File: src/rtl/led_fade_ctrl.sv
// led_fade_ctrl: RGB colour-wheel fader.
// A free-running PWM counter drives three LED outputs whose duties walk a
// six-phase hue cycle, stepping the ramp once per PWM period.
// Build option: define LED_ACTIVE_LOW_EN for active-low LED drives
// (inactive level becomes 1, including during reset and while disabled).
module led_fade_ctrl #(
    parameter int unsigned PWM_INTERVAL = 1200,
    parameter int unsigned INC_STEP     = 1
) (
    input  logic       clk,
    input  logic       rst_n,
    input  logic       en,
    input  logic       hold,
    input  logic       restart,
    output logic       RGB_R,
    output logic       RGB_G,
    output logic       RGB_B,
    output logic [2:0] phase,
    output logic       period_tick
);

    localparam int unsigned DW = $clog2(PWM_INTERVAL + 1);
    localparam logic [DW-1:0] MAX_DUTY = DW'(PWM_INTERVAL);
    localparam logic [DW-1:0] LAST_CNT = DW'(PWM_INTERVAL - 1);
    localparam logic [DW:0]   STEP     = (DW + 1)'(INC_STEP);

`ifdef LED_ACTIVE_LOW_EN
    localparam logic LED_OFF = 1'b1;
`else
    localparam logic LED_OFF = 1'b0;
`endif

    typedef enum logic [2:0] {
        PH0 = 3'd0,
        PH1 = 3'd1,
        PH2 = 3'd2,
        PH3 = 3'd3,
        PH4 = 3'd4,
        PH5 = 3'd5
    } phase_e;

    phase_e        phase_q, phase_d;
    logic [DW-1:0] pwm_cnt_q, pwm_cnt_d;
    logic [DW-1:0] ramp_q, ramp_d;
    logic [DW-1:0] shadow_r_q, shadow_r_d;
    logic [DW-1:0] shadow_g_q, shadow_g_d;
    logic [DW-1:0] shadow_b_q, shadow_b_d;
    logic          pend_q, pend_d;
    logic          tick_q, tick_d;
    logic          rgb_r_q, rgb_r_d;
    logic          rgb_g_q, rgb_g_d;
    logic          rgb_b_q, rgb_b_d;

    logic          boundary;
    logic          restart_now;
    logic [DW:0]   ramp_sum;
    logic [DW-1:0] live_r, live_g, live_b;

    assign boundary    = en && (pwm_cnt_q == LAST_CNT);
    assign restart_now = pend_q || restart;
    assign ramp_sum    = {1'b0, ramp_q} + STEP;

    // Live duty table for the current hue phase and ramp position
    always_comb begin
        live_r = '0;
        live_g = '0;
        live_b = '0;
        case (phase_q)
            PH0: begin live_r = MAX_DUTY;          live_g = ramp_q;            live_b = '0;                end
            PH1: begin live_r = MAX_DUTY - ramp_q; live_g = MAX_DUTY;          live_b = '0;                end
            PH2: begin live_r = '0;                live_g = MAX_DUTY;          live_b = ramp_q;            end
            PH3: begin live_r = '0;                live_g = MAX_DUTY - ramp_q; live_b = MAX_DUTY;          end
            PH4: begin live_r = ramp_q;            live_g = '0;                live_b = MAX_DUTY;          end
            PH5: begin live_r = MAX_DUTY;          live_g = '0;                live_b = MAX_DUTY - ramp_q; end
            default: begin live_r = '0;            live_g = '0;                live_b = '0;                end
        endcase
    end

    // Next-state: PWM counter, fade FSM, shadow duties and registered outputs
    always_comb begin
        pwm_cnt_d  = pwm_cnt_q;
        phase_d    = phase_q;
        ramp_d     = ramp_q;
        shadow_r_d = shadow_r_q;
        shadow_g_d = shadow_g_q;
        shadow_b_d = shadow_b_q;
        pend_d     = pend_q || restart;
        tick_d     = boundary;
        rgb_r_d    = LED_OFF;
        rgb_g_d    = LED_OFF;
        rgb_b_d    = LED_OFF;

        if (!en) begin
            pwm_cnt_d = '0;
        end else begin
            pwm_cnt_d = (pwm_cnt_q == LAST_CNT) ? '0 : pwm_cnt_q + 1'b1;
            // Compare uses the current count, so outputs lag pwm_cnt by one clock
            rgb_r_d   = (pwm_cnt_q < shadow_r_q) ^ LED_OFF;
            rgb_g_d   = (pwm_cnt_q < shadow_g_q) ^ LED_OFF;
            rgb_b_d   = (pwm_cnt_q < shadow_b_q) ^ LED_OFF;
        end

        if (boundary) begin
            // Shadows take the pre-update duties; the new phase/ramp show next period
            shadow_r_d = live_r;
            shadow_g_d = live_g;
            shadow_b_d = live_b;
            if (restart_now) begin
                phase_d = PH0;
                ramp_d  = '0;
                pend_d  = 1'b0;
            end else if (!hold) begin
                if (ramp_sum >= (DW + 1)'(PWM_INTERVAL)) begin
                    ramp_d = '0;
                    case (phase_q)
                        PH0:     phase_d = PH1;
                        PH1:     phase_d = PH2;
                        PH2:     phase_d = PH3;
                        PH3:     phase_d = PH4;
                        PH4:     phase_d = PH5;
                        default: phase_d = PH0;
                    endcase
                end else begin
                    ramp_d = ramp_sum[DW-1:0];
                end
            end
        end
    end

    // State register with asynchronous active-low reset
    always_ff @(posedge clk or negedge rst_n) begin
        if (!rst_n) begin
            pwm_cnt_q  <= '0;
            phase_q    <= PH0;
            ramp_q     <= '0;
            shadow_r_q <= '0;
            shadow_g_q <= '0;
            shadow_b_q <= '0;
            pend_q     <= 1'b0;
            tick_q     <= 1'b0;
            rgb_r_q    <= LED_OFF;
            rgb_g_q    <= LED_OFF;
            rgb_b_q    <= LED_OFF;
        end else begin
            pwm_cnt_q  <= pwm_cnt_d;
            phase_q    <= phase_d;
            ramp_q     <= ramp_d;
            shadow_r_q <= shadow_r_d;
            shadow_g_q <= shadow_g_d;
            shadow_b_q <= shadow_b_d;
            pend_q     <= pend_d;
            tick_q     <= tick_d;
            rgb_r_q    <= rgb_r_d;
            rgb_g_q    <= rgb_g_d;
            rgb_b_q    <= rgb_b_d;
        end
    end

    assign RGB_R       = rgb_r_q;
    assign RGB_G       = rgb_g_q;
    assign RGB_B       = rgb_b_q;
    assign phase       = phase_q;
    assign period_tick = tick_q;

endmodule

File: config.mk
export PLATFORM = sky130hd
export DESIGN_NAME = led_fade_ctrl
export DESIGN_NICKNAME = d
export VERILOG_FILES = /design/src/rtl/led_fade_ctrl.sv
export SDC_FILE = /design/constraint.sdc
export NUM_CORES = 1
export LEC_CHECK = 0
export ABC_AREA = 1
export CORE_MARGIN = 10
export CORE_UTILIZATION = 50
export DETAILED_ROUTE_END_ITERATION = 6
export PLACE_DENSITY = 0.68
export SETUP_SLACK_MARGIN = 0.02
export SYNTH_ARGS = -nofsm -noshare
export SYNTH_HDL_FRONTEND = slang
export SYNTH_SLANG_ARGS = --single-unit
File: constraint.sdc
create_clock -name clk -period 2.9 [get_ports clk]
set_input_delay 0.58 -clock clk [delete_from_list [all_inputs] [get_ports clk]]
set_output_delay 0.58 -clock clk [all_outputs]
set_load 0.01 [all_outputs]
# Yosys cells after proc, flatten, opt, wreduce, memory -nomap -nowiden
# Index checks and enable logic that the tools add are counted.
# classes
n_eq_ne	7
muxes	16
n_addsub	3
reduce_logical	9
order_cmp	4
# op_table
cell	count
one-hot mux 11 bit (3 select lines)	3
2-to-1 mux 11 bit	5
< comparator 11 bit	3
one-hot mux 3 bit (5 select lines)	1
adder 11 x 1 -> 12 bit (second input constant)	1
greater-or-equal comparator 12 x 11 -> 1 bit (second input constant)	1
adder 11 x 1 -> 11 bit (second input constant)	1
== test 11 bit (second input constant)	1
subtractor 11 bit (first input constant)	1
2-to-1 mux 3 bit	3
== test 3 x 2 -> 1 bit (second input constant)	2
== test 3 bit (second input constant)	2
OR reduction 2 bit	3
2-to-1 mux 1 bit	4
== test 3 x 1 -> 1 bit (second input constant)	1
zero test 3 bit	1
AND reduction 3 bit	1
!= test 2 x 1 -> 1 bit (second input constant)	1
AND reduction 2 bit	1
nonzero test 2 bit	1
logical AND 1 bit	1
logical OR 1 bit	1
# totals
register_bits	63
in_bits	5

# Longest topological paths before layout
# Gate-level depths: netlist (run 1).
# depth
word_depth	5
ltp_mapped	15

# Worst setup path before layout (run 1)
# Ideal clock, no wire load.
# synth_path
kind	register -> register
start	reg ramp_q[0]
end	reg ramp_q[0]
required_ps	2763
stages_incl_launch_ff	12
period_less_slack_ps	1740
setup_time_ps	137
path_buffers	1
path_slack_ps	1160
arrival_time_ps	1603
path_cell_list	dfrtp_1 ha_1 nand2_1 nor2_4 nand2_2 inv_1 nand3_1 xor2_1 nand2_2 nand2_4 buf_6 o22ai_1
# synth_between
elab_chain_cells	5
# synth_rtl
element	line_no	source
start, declared	44	logic [DW-1:0] ramp_q, ramp_d;
start signal, assigned	147	ramp_q <= ramp_d;
adder 11 x 1 -> 12 bit (*)	61	assign ramp_sum = {1'b0, ramp_q} + STEP;
greater-or-equal comparator 12 x 11 -> 1 bit	113	if (ramp_sum >= (DW + 1)'(PWM_INTERVAL)) begin
2-to-1 mux 11 bit (*)	113	
2-to-1 mux 11 bit (*)	112	end else if (!hold) begin
2-to-1 mux 11 bit (*)	108	if (restart_now) begin
# Mark *: on every way between the ends. The rest lies on a longest branch, timed or not. The select of a mux whose other input is x is not followed.
# A chain may end at the register's enable or synchronous reset.

# Worst setup path in the final report (run 1)
# layout_path
start	reg pwm_cnt_q[1]
end	reg shadow_g_q[1]
# layout_between
elab_chain_cells	2
# layout_rtl
element	line_no	source
start, declared	43	logic [DW-1:0] pwm_cnt_q, pwm_cnt_d;
start signal, assigned	145	pwm_cnt_q <= pwm_cnt_d;
== test 11 bit	59	assign boundary = en && (pwm_cnt_q == LAST_CNT);
logical AND 1 bit	59	
end signal, assigned	149	shadow_g_q <= shadow_g_d;
end, declared	46	logic [DW-1:0] shadow_g_q, shadow_g_d;
# No other way between the ends.

==> results.md, run 1 <==
- Fin. max-slew vios: 0
- Sequential share of power: 52.2%
- Hold_ws: 0.1671 ns
- Drt pass-1 iters: 4
- Unrepaired setup endpoints after global routing: no
- Maximum buffer depth of the clock tree: 2
- Top FF cell, synth: dfrtp_1
- Area contributors post-synth: dfrtp_1, nand2_1, ha_1
- Largest net degree at the start of global routing: 48
- Starting Density: 51.29%
- Core ar.: 8175 sq um
- Via count: 3,664
- H-tree Lvls: 3
- Hpwl dp: 7.677 mm
- CTS tree: built
- Nets: 589
- Clk_lat worst skew: 0.35 ns
- Status: complete, no violations
- Multi-input logic area: 2247 sq um
- Post_cts resized: 0
- Most common cell after layout, fill and taps aside: nand2_1
- CP Class: reg -> reg
- Internal power: 1.299 mW
- Syn-to-layout area delta: 8.863%
- Clk slew on worst S/H paths: 0.08 ns
- GPL Wtd Cong: 0.8724
- Endpoint of the worst register-to-register path: shadow_g_q[1]
- DR DRC count: 0
- CP Launch Type: register
- CP Capture Type: register
- First-pass GRT wire length: 17.33 mm
- Design area: 4564 sq um
- Initial antenna violation count: 0
- DIE AREA: 12,450 sq um
- Peak Freq: 441.1 MHz
- Worst Tran Pin Value: 0.6188 ns
- Reg2reg path depth: 7
- Layout cells sized above 1: 8.993%
- CTS Hold Buffers Added: 0
- Max Cap Viol: 0
- Cell Area, Synth: 4193 sq um
- Final count of hold timing violations: 0
- Asr flop ratio synth: 100.0%
- Clock sinks: 63
- Cell area after placement: 4375 sq um
- Sequential area share after synthesis: 37.60%
- Vias in the first global route: 3,638
- Aggregate global routing overflow: 0
- Part of the cycle the worst path needs: 78.18%
- IO Pins: 12
- Min Tclk post-route: 2.267 ns
- Hold Crit Class: in -> async
- Synth top area share: 37.60%
- Synth Register Bits: 63
- Mean routed wirelength per cell: 15.40 um
- Post-route ant nets: 0
- Peak VDD IR: 216.8 uV
- Clk root buf: clkbuf_8
- Syn_nets: 576
- Most frequent cells in the layout: nand2_1, inv_1, dfrtp_1
- ANT cells: 0
- Worst R2R Start: pwm_cnt_q[1]
- Die Ht: 111.6 um
- Die X: 111.6 um
- Setup TNS: 0 ns
- # fillers: 756
- Synth area leader: dfrtp_1
- Synth Instances: 538
- Sequential Area: 1577 sq um
- Gr usage total: 16.52%
- Synth Area per Inst: 7.793 sq um
- Post-synth cell types: 41
- Synthesis warning total: 0
- EDFF count, synth: 0
- Post-DR vias/cell: 5.543
- Detailed Route Iter0 Violations: 258
- Logic gate share of total power: 3.6%
- Sw Pwr: 0.4061 mW
- Net Sw Frac: 23.82%
- Slew margin rel.: 58.68%
- Worst path required time: 3.16 ns
- Clock power frac: 44.2%
- Buffers on Ports: 11
- Clock skew: 0.01038 ns
- Post-CTS Repair Setup Buffers: 0
- Leak: 2.223 nW
- R2R Setup Slk: 0.63 ns
- Crit path max fanout: 47
- Total CTS buffers: 9
- # rows: 33
- Final setup fails: 0
- Arrival @ worst endpoint: 2.53 ns
- Total Routed Length: 10.18 mm
- Power density cells: 373.6 nW/um^2
==> power by group through the flow <==
stage	registers (mW)	logic, mW	clock network, mW
2_1_floorplan	0.906	0.0230	0
3_3_place_gp	0.907	0.0611	0
3_5_place_dp	0.907	0.0635	0
4_1_cts	0.890	0.0637	0.766
5_1_grt	0.890	0.0705	0.801
6_report	0.890	0.0616	0.754
==> registers in the layout, indices dropped and copies added (netlist names) <==
register and flops:
shadow_g_q 11, phase 3, shadow_r_q 11, ramp_q 11, pend_q 1, pwm_cnt_q 11
period_tick 1, shadow_b_q 11, RGB_B 1, RGB_G 1, RGB_R 1
==> cell type report <==
class                      count  area share, %
multi-input combinational    384          49.23
sequential                    63          34.54
inverter                      80          6.579
tap                          105          2.878
clock buffer                  10          2.796
timing repair buffer          13          2.632
clock inverter                 6          1.343
==> routing by layer <==
layer	global-route usage [%]	vias up	wire, um
met5	0	-	0
met4	7.626	0	284
met3	3.113	23	436
met2	28.02	111	4831
met1	19.76	1719	4628
li1	-	1811	-
==> worst max path at each step <==
stage / start / to / slack [ns] / cells after the start
after floorplan: ramp_q[0] / ramp_q[0] / 1.16 / 11
after global placement: en / shadow_g_q[0] / 0.51 / 5
after detailed placement: en / shadow_r_q[4] / 0.48 / 4
after CTS: pwm_cnt_q[1] / shadow_g_q[0] / 0.63 / 7
after global routing: pwm_cnt_q[1] / shadow_r_q[5] / 0.40 / 7
final: pwm_cnt_q[1] / shadow_g_q[1] / 0.63 / 7
==> synth_stat cells, types with 4 or more instances <==
master,n
a21oi_1,24
a22oi_1,4
buf_2,4
dfrtp_1,63
ha_1,33
inv_1,76
nand2_1,143
nand2_2,7
nand3_1,26
nand4_1,8
nor2_1,26
nor2_2,4
nor3_1,8
o211ai_1,8
o21ai_0,35
o22ai_1,13
o22ai_2,6
xor2_1,10
==> kinds of logic (layout without fill, tap and decap cells) <==
logic type	Yosys count	count (layout)	share of synthesized area, %
xor+xnor	13	13	2.716
fa+ha+maj	33	33	9.848
compound gates	102	102	15.25
simple gates	236	236	25.78
flops	63	63	37.60
buf+inv	91	109	8.803
==> per-stage QoR <==
step / utilization [%] / power [mW] / cells / setup WS, ns
floorplan: - / 0.9294 / 538 / 1.160
global placement: 53.52 / 0.9676 / 645 / 0.5143
detailed placement: 53.52 / 0.9705 / 645 / 0.4775
CTS: 55.83 / 1.719 / 661 / 0.6311
global route: 55.83 / 1.762 / 661 / 0.4034
finish: 55.83 / 1.705 / 661 / 0.6327
==> worst max-delay path, cell delays in order, from the launching register on <==
cell     delay [ns]
dfrtp_1        0.45
ha_1           0.24
nand3_2        0.18
inv_1          0.17
nand4_2        0.30
inv_2          0.58
nand2_1        0.14
o21ai_0        0.10
Power figures use the tool's default switching activity.
==> run 2, diff against run 1 <==
==> constraint.sdc (replaced) <==
create_clock -name clk -period 2.25 [get_ports clk]
set_input_delay 0.45 -clock clk [delete_from_list [all_inputs] [get_ports clk]]
set_output_delay 0.45 -clock clk [all_outputs]
set_load 0.01 [all_outputs]
==> run 2 against run 1 <==
  * Die area is the same
  * Register-to-register slack got worse by 0.38 ns
  * Total power is 30% higher
  * Final area grew 2.3%
  * Non-clock buffer count rose by 8
  * Critical endpoint is now phase[1]
  * Highest routed layer unchanged
==> results.md, run 2 (same netlist as run 1, synthesis figures left out) <==
- Status: complete, no violations (unchanged)
- Unrepaired setup endpoints after global routing: no (unchanged)
- Hold_ws: 0.08563 ns (was 0.1671 ns)
- Crit-path cells: ha_1, nand2_1, nor2_4, nand2_2, inv_1, nand3_1, xor2_2, nand2_2, nand2_8, nand2_1, nand2_1, nand2_1 (was ha_1, nand3_2, inv_1, nand4_2, inv_2, nand2_1, o21ai_0)
- Crit path max fanout: 14 (was 47)
- Mean routed wirelength per cell: 15.64 um (was 15.40 um)
- H-tree Lvls: 3 (unchanged)
- Vias in the first global route: 3,666 (was 3,638)
- Max Cap Viol: 0 (unchanged)
- Largest net degree at the start of global routing: 42 (was 48)
- Syn-to-layout area delta: 11.34% (was 8.863%)
- Worst Tran Pin Value: 0.5341 ns (was 0.6188 ns)
- DIE AREA: 12,450 sq um (unchanged)
- CP Class: reg -> reg (unchanged)
- Setup TNS: 0 ns (unchanged)
- Most used cell, CP: nand2_1
- Sequential Area: 1579 sq um (was 1577 sq um)
- Leak: 2.275 nW (was 2.223 nW)
- Final count of hold timing violations: 0 (unchanged)
- Core ar.: 8175 sq um (unchanged)
- Hpwl dp: 7.945 mm (was 7.677 mm)
- Drt pass-1 iters: 7 (was 4)
- Layout cells sized above 1: 10.82% (was 8.993%)
- Clock sinks: 63 (unchanged)
- Part of the cycle the worst path needs: 88.66% (was 78.18%)
- DR DRC count: 0 (unchanged)
- Post_cts resized: 0 (unchanged)
- ANT cells: 0 (unchanged)
- Fin. max-slew vios: 0 (unchanged)
- Clk root buf: clkbuf_8 (unchanged)
- GPL Wtd Cong: 0.8875 (was 0.8724)
- Clk slew on worst S/H paths: 0.07 ns (was 0.08 ns)
- Post-DR vias/cell: 5.411 (was 5.543)
- Hold Crit Class: in -> async (unchanged)
- Slew margin rel.: 64.39% (was 58.68%)
- Peak VDD IR: 212.9 uV (was 216.8 uV)
- Peak Freq: 501.3 MHz (was 441.1 MHz)
- IO Pins: 12 (unchanged)
- Nets: 597 (was 589)
- Final total power: 2.209 mW (was 1.705 mW)
- Reg2reg path depth: 12 (was 7)
- Worst path required time: 2.49 ns (was 3.16 ns)
- Endpoint of the worst register-to-register path: phase[1] (was shadow_g_q[1])
- Final setup fails: 0 (unchanged)
- Post-CTS Repair Setup Buffers: 0 (unchanged)
- Most frequent cells in the layout: nand2_1, inv_1, dfrtp_1 (unchanged)
- Total CTS buffers: 9 (unchanged)
- Buffers on Ports: 11 (unchanged)
- Power density cells: 473.2 nW/um^2 (was 373.6 nW/um^2)
- Maximum buffer depth of the clock tree: 2 (unchanged)
- Detailed Route Iter0 Violations: 246 (was 258)
- Most common cell after layout, fill and taps aside: nand2_1 (unchanged)
- Worst R2R Start: ramp_q[0] (was pwm_cnt_q[1])
- Slowest cell on crit path: dfrtp_2 (was inv_2)
- Via count: 3,620 (was 3,664)
- Post-route ant nets: 0 (unchanged)
- CTS Hold Buffers Added: 0 (unchanged)
- Clk_lat worst skew: 0.34 ns (was 0.35 ns)
- Aggregate global routing overflow: 0 (unchanged)
- Total Routed Length: 10.46 mm (was 10.18 mm)
- CP Capture Type: register (unchanged)
- # rows: 33 (unchanged)
- CP Launch Type: register (unchanged)
- First-pass GRT wire length: 17.68 mm (was 17.33 mm)
- Die Ht: 111.6 um (unchanged)
- Arrival @ worst endpoint: 2.23 ns (was 2.53 ns)
- R2R Setup Slk: 0.26 ns (was 0.63 ns)
- Die X: 111.6 um (unchanged)
- Multi-input logic area: 2263 sq um (was 2247 sq um)
- Starting Density: 51.29% (unchanged)
- Clock skew: 0.007764 ns (was 0.01038 ns)
- Initial antenna violation count: 0 (unchanged)
- Min Tclk post-route: 1.995 ns (was 2.267 ns)
- Gr usage total: 16.98% (was 16.52%)
- CP max stage delay: 0.44 ns (was 0.58 ns)
- # fillers: 763 (was 756)
- CTS tree: built (unchanged)
## run 2: cell count changes in the layout (fill, tap and decap cells not counted), sizes merged
cell / delta
buf: +8
## run 2: layout make-up
type | instances | area share [%]
Multi-Input combinational cell | 384 | 48.49
Sequential cell | 63 | 33.82
Inverter | 80 | 6.433
Timing Repair Buffer | 21 | 4.396
Tap cell | 105 | 2.814
Clock buffer | 10 | 2.734
Clock inverter | 6 | 1.313
## run 2: worst max path at each step
| stage | start | end | slack (ns) | cells past startpoint |
|---|---|---|---|---|
| after floorplan | ramp_q[0] | ramp_q[0] | 0.51 | 11 |
| after detailed placement | ramp_q[0] | phase[1] | 0.15 | 12 |
| after CTS | ramp_q[0] | phase[1] | 0.13 | 12 |
| after global routing | ramp_q[0] | phase[0] | 0.04 | 12 |
| final | ramp_q[0] | phase[1] | 0.26 | 12 |
| after global placement | ramp_q[0] | phase[2] | 0.23 | 12 |
## run 2: report_power, final
part | leakage, nW | total [mW] | switching, mW | internal [mW]
Clock | 0.0960 | 0.984 | 0.476 | 0.508
Combinational | 1.46 | 0.0794 | 0.0503 | 0.0291
Sequential | 0.719 | 1.15 | 0.00741 | 1.14
## run 2: routing by layer
| metal | up-vias | part of all wire [%] | GRT usage [%] |
|---|---|---|---|
| met1 | 1672 | 46 | 20.88 |
| met2 | 95 | 47 | 27.75 |
| li1 | 1826 | - | - |
| met5 | - | 0 | 0 |
| met3 | 27 | 4.0 | 3.435 |
| met4 | 0 | 3.4 | 8.312 |
## run 2: metrics by stage
stage	setup slack [ns]	instance area [sq um]	cells	utilization, %
final	0.2552	4668	669	57.10
after global routing	0.04029	4668	669	57.10
after CTS	0.1348	4649	669	56.87
after detailed placement	0.1532	4461	653	54.56
after global placement	0.2333	4461	653	54.56
after floorplan	0.5104	4193	538	-
## run 2: worst max-delay path, delay by kind of cell, from the launching register on
family / cells / cell delay, ns
DFF: 1 / 0.44
adders and majority gates: 1 / 0.23
and+or+nand+nor: 9 / 0.96
xor gates and xnor gates: 1 / 0.19
buffers and inverters: 1 / 0.05
==> run 3, diff against run 2 <==
--- a/config.mk
+++ b/config.mk
@@ -9,7 +9,7 @@
 export CORE_MARGIN = 10
 export CORE_UTILIZATION = 50
 export DETAILED_ROUTE_END_ITERATION = 6
-export PLACE_DENSITY = 0.68
+export PLACE_DENSITY = 0.67
 export SETUP_SLACK_MARGIN = 0.02
 export SYNTH_ARGS = -nofsm -noshare
 export SYNTH_HDL_FRONTEND = slang
==> run 3 against run 2 <==
  * The flow now finishes with violations (DRC)
  * Sequential cell count unchanged
  * Critical path type unchanged
  * Clock skew increased by 0.0066 ns
  * Largest power group unchanged
  * Largest cell class unchanged
  * Final cell count increased by 0.30%
==> results.md, run 3 (same netlist as run 1, synthesis figures left out) <==
- Maximum buffer depth of the clock tree: 2 (unchanged)
- Syn-to-layout area delta: 11.01% (was 11.34%)
- Pre-CTS setup slack: 0.1755 ns (was 0.1532 ns)
- Endpoint of the worst register-to-register path: phase[2] (was phase[1])
- Final count of hold timing violations: 0 (unchanged)
- Total CTS buffers: 9 (unchanged)
- DP Cell Count: 655 (was 653)
- Crit-path cells: ha_1, nand3_2, nor4_1, nand2_1, nor2_2, nand2_1, nand2_1, nand2_1 (was ha_1, nand2_1, nor2_4, nand2_2, inv_1, nand3_1, xor2_2, nand2_2, nand2_8, nand2_1, nand2_1, nand2_1)
- Status: finished with violations (was complete, no violations)
- Peak VDD IR: 328.1 uV (was 212.9 uV)
- Clk_lat worst skew: 0.36 ns (was 0.34 ns)
- Multi-input logic area: 2247 sq um (was 2263 sq um)
- # rows: 33 (unchanged)
- DIE AREA: 12,450 sq um (unchanged)
- Clk slew on worst S/H paths: 0.08 ns (was 0.07 ns)
- Starting Density: 51.29% (unchanged)
- CP Capture Type: register (unchanged)
- Die Ht: 111.6 um (unchanged)
- Most frequent cells in the layout: nand2_1, inv_1, dfrtp_1 (unchanged)
- Nets: 599 (was 597)
- Drt pass-1 iters: 7 (unchanged)
- Failing checks: DRC
- Slew margin rel.: 71.26% (was 64.39%)
- Layout cells sized above 1: 10.95% (was 10.82%)
- Setup TNS: 0 ns (unchanged)
- Sequential Area: 1579 sq um (unchanged)
- First-pass GRT wire length: 18.15 mm (was 17.68 mm)
- Hold Crit Class: in -> async (unchanged)
- CP Class: reg -> reg (unchanged)
- Reg2reg path depth: 8 (was 12)
- Most used cell, CP: nand2_1 (unchanged)
- Peak Freq: 470.4 MHz (was 501.3 MHz)
- Post-route ant nets: 0 (unchanged)
- Fin. max-slew vios: 0 (unchanged)
- Unrepaired setup endpoints after global routing: no (unchanged)
- Clock sinks: 63 (unchanged)
- CP Launch Type: register (unchanged)
- Largest net degree at the start of global routing: 41 (was 42)
- Cell area after placement: 4463 sq um (was 4461 sq um)
- ANT cells: 0 (unchanged)
- GPL Wtd Cong: 0.9042 (was 0.8875)
- Worst Tran Pin Value: 0.4295 ns (was 0.5341 ns)
- Initial antenna violation count: 0 (unchanged)
- Power density cells: 477.7 nW/um^2 (was 473.2 nW/um^2)
- Part of the cycle the worst path needs: 94.49% (was 88.66%)
- Design area: 4654 sq um (was 4668 sq um)
- Min Tclk post-route: 2.126 ns (was 1.995 ns)
- Mean routed wirelength per cell: 16.48 um (was 15.64 um)
- Arrival @ worst endpoint: 2.37 ns (was 2.23 ns)
- CP max stage delay: 0.44 ns (about the same)
- Post-DR vias/cell: 5.568 (was 5.411)
- Via count: 3,736 (was 3,620)
- Aggregate global routing overflow: 0 (unchanged)
- Max Cap Viol: 0 (unchanged)
- Clock skew: 0.01433 ns (was 0.007764 ns)
- IO Pins: 12 (unchanged)
- Buffers on Ports: 11 (unchanged)
- R2R Setup Slk: 0.12 ns (was 0.26 ns)
- Worst path required time: 2.50 ns (was 2.49 ns)
- Final cell count without fillers: 671 (was 669)
- DR DRC count: 1 (was 0)
- CTS Hold Buffers Added: 0 (unchanged)
- Leak: 2.275 nW (about the same)
- Clk root buf: clkbuf_8 (unchanged)
- Detailed Route Iter0 Violations: 351 (was 246)
- Die X: 111.6 um (unchanged)
- Crit path max fanout: 7 (was 14)
- # fillers: 750 (was 763)
- Total Routed Length: 11.06 mm (was 10.46 mm)
- Slowest cell on crit path: dfrtp_1 (was dfrtp_2)
- Final setup fails: 0 (unchanged)
- Gr usage total: 17.63% (was 16.98%)
- CTS tree: built (unchanged)
- PnR worst setup slack: 0.1241 ns (was 0.2552 ns)
- Vias in the first global route: 3,625 (was 3,666)
- Final total power: 2.223 mW (was 2.209 mW)
- Core ar.: 8175 sq um (unchanged)
- Worst R2R Start: pwm_cnt_q[1] (was ramp_q[0])
- Hold_ws: 0.1129 ns (was 0.08563 ns)
- Final Core Density: 56.93% (was 57.10%)
- Hpwl dp: 8.394 mm (was 7.945 mm)
- H-tree Lvls: 3 (unchanged)
- Most common cell after layout, fill and taps aside: nand2_1 (unchanged)
## run 3: cell types whose count changed in the layout (fill, tap and decap cells not counted)
cell / delta
buf_4: +3
xor2_1: +1
xor2_2: -1
nand2_4: +1
nand2_8: -1
o21ai_0: -1
buf_12: -1
o21ai_1: +1
## run 3: layer usage
metal  track usage (%)  wire [um]  up-vias  share of wire (%)
li1                  -          -     1825                  -
met1             21.01       4767     1747                 43
met2             29.35       5368      132                 49
met3             4.187        565       32                5.1
met4             8.226        358        0                3.2
met5                 0          0        -                  0
## run 3: how the worst max path moves through the flow
stage | startpoint | end | slack [ns]
2_1_floorplan | ramp_q[0] | ramp_q[0] | 0.51
3_3_place_gp | ramp_q[0] | phase[2] | 0.14
3_5_place_dp | ramp_q[0] | phase[2] | 0.18
4_1_cts | ramp_q[0] | phase[2] | 0.14
5_1_grt | pwm_cnt_q[1] | phase[2] | 0.03
6_report | pwm_cnt_q[1] | phase[2] | 0.12
## run 3: what timing repair did
item	in CTS	in global routing
endpoints found under the setup margin	0	6
gates resized for setup	0	3
buffers inserted	0	0
endpoints found under the hold margin	0	0
## run 3: worst max-delay path: cells and delay by family, from the launching register on
kind,cells,cell delay (ns)
fa+ha+maj,1,0.24
flops,1,0.44
simple gates,7,1.33
## run 3: cell type report
type | count | area share [%]
multi-input combinational | 384 | 48.28
inverter | 80 | 6.452
clock inverter | 6 | 1.317
tap | 105 | 2.823
clock buffer | 10 | 2.742
sequential | 63 | 33.92
timing repair buffer | 23 | 4.462
## run 3: report_power, final
group          switching (mW)  internal (mW)
Combinational          0.0534         0.0289
Sequential            0.00871           1.14
Clock                   0.486          0.508
Total                   0.548           1.68
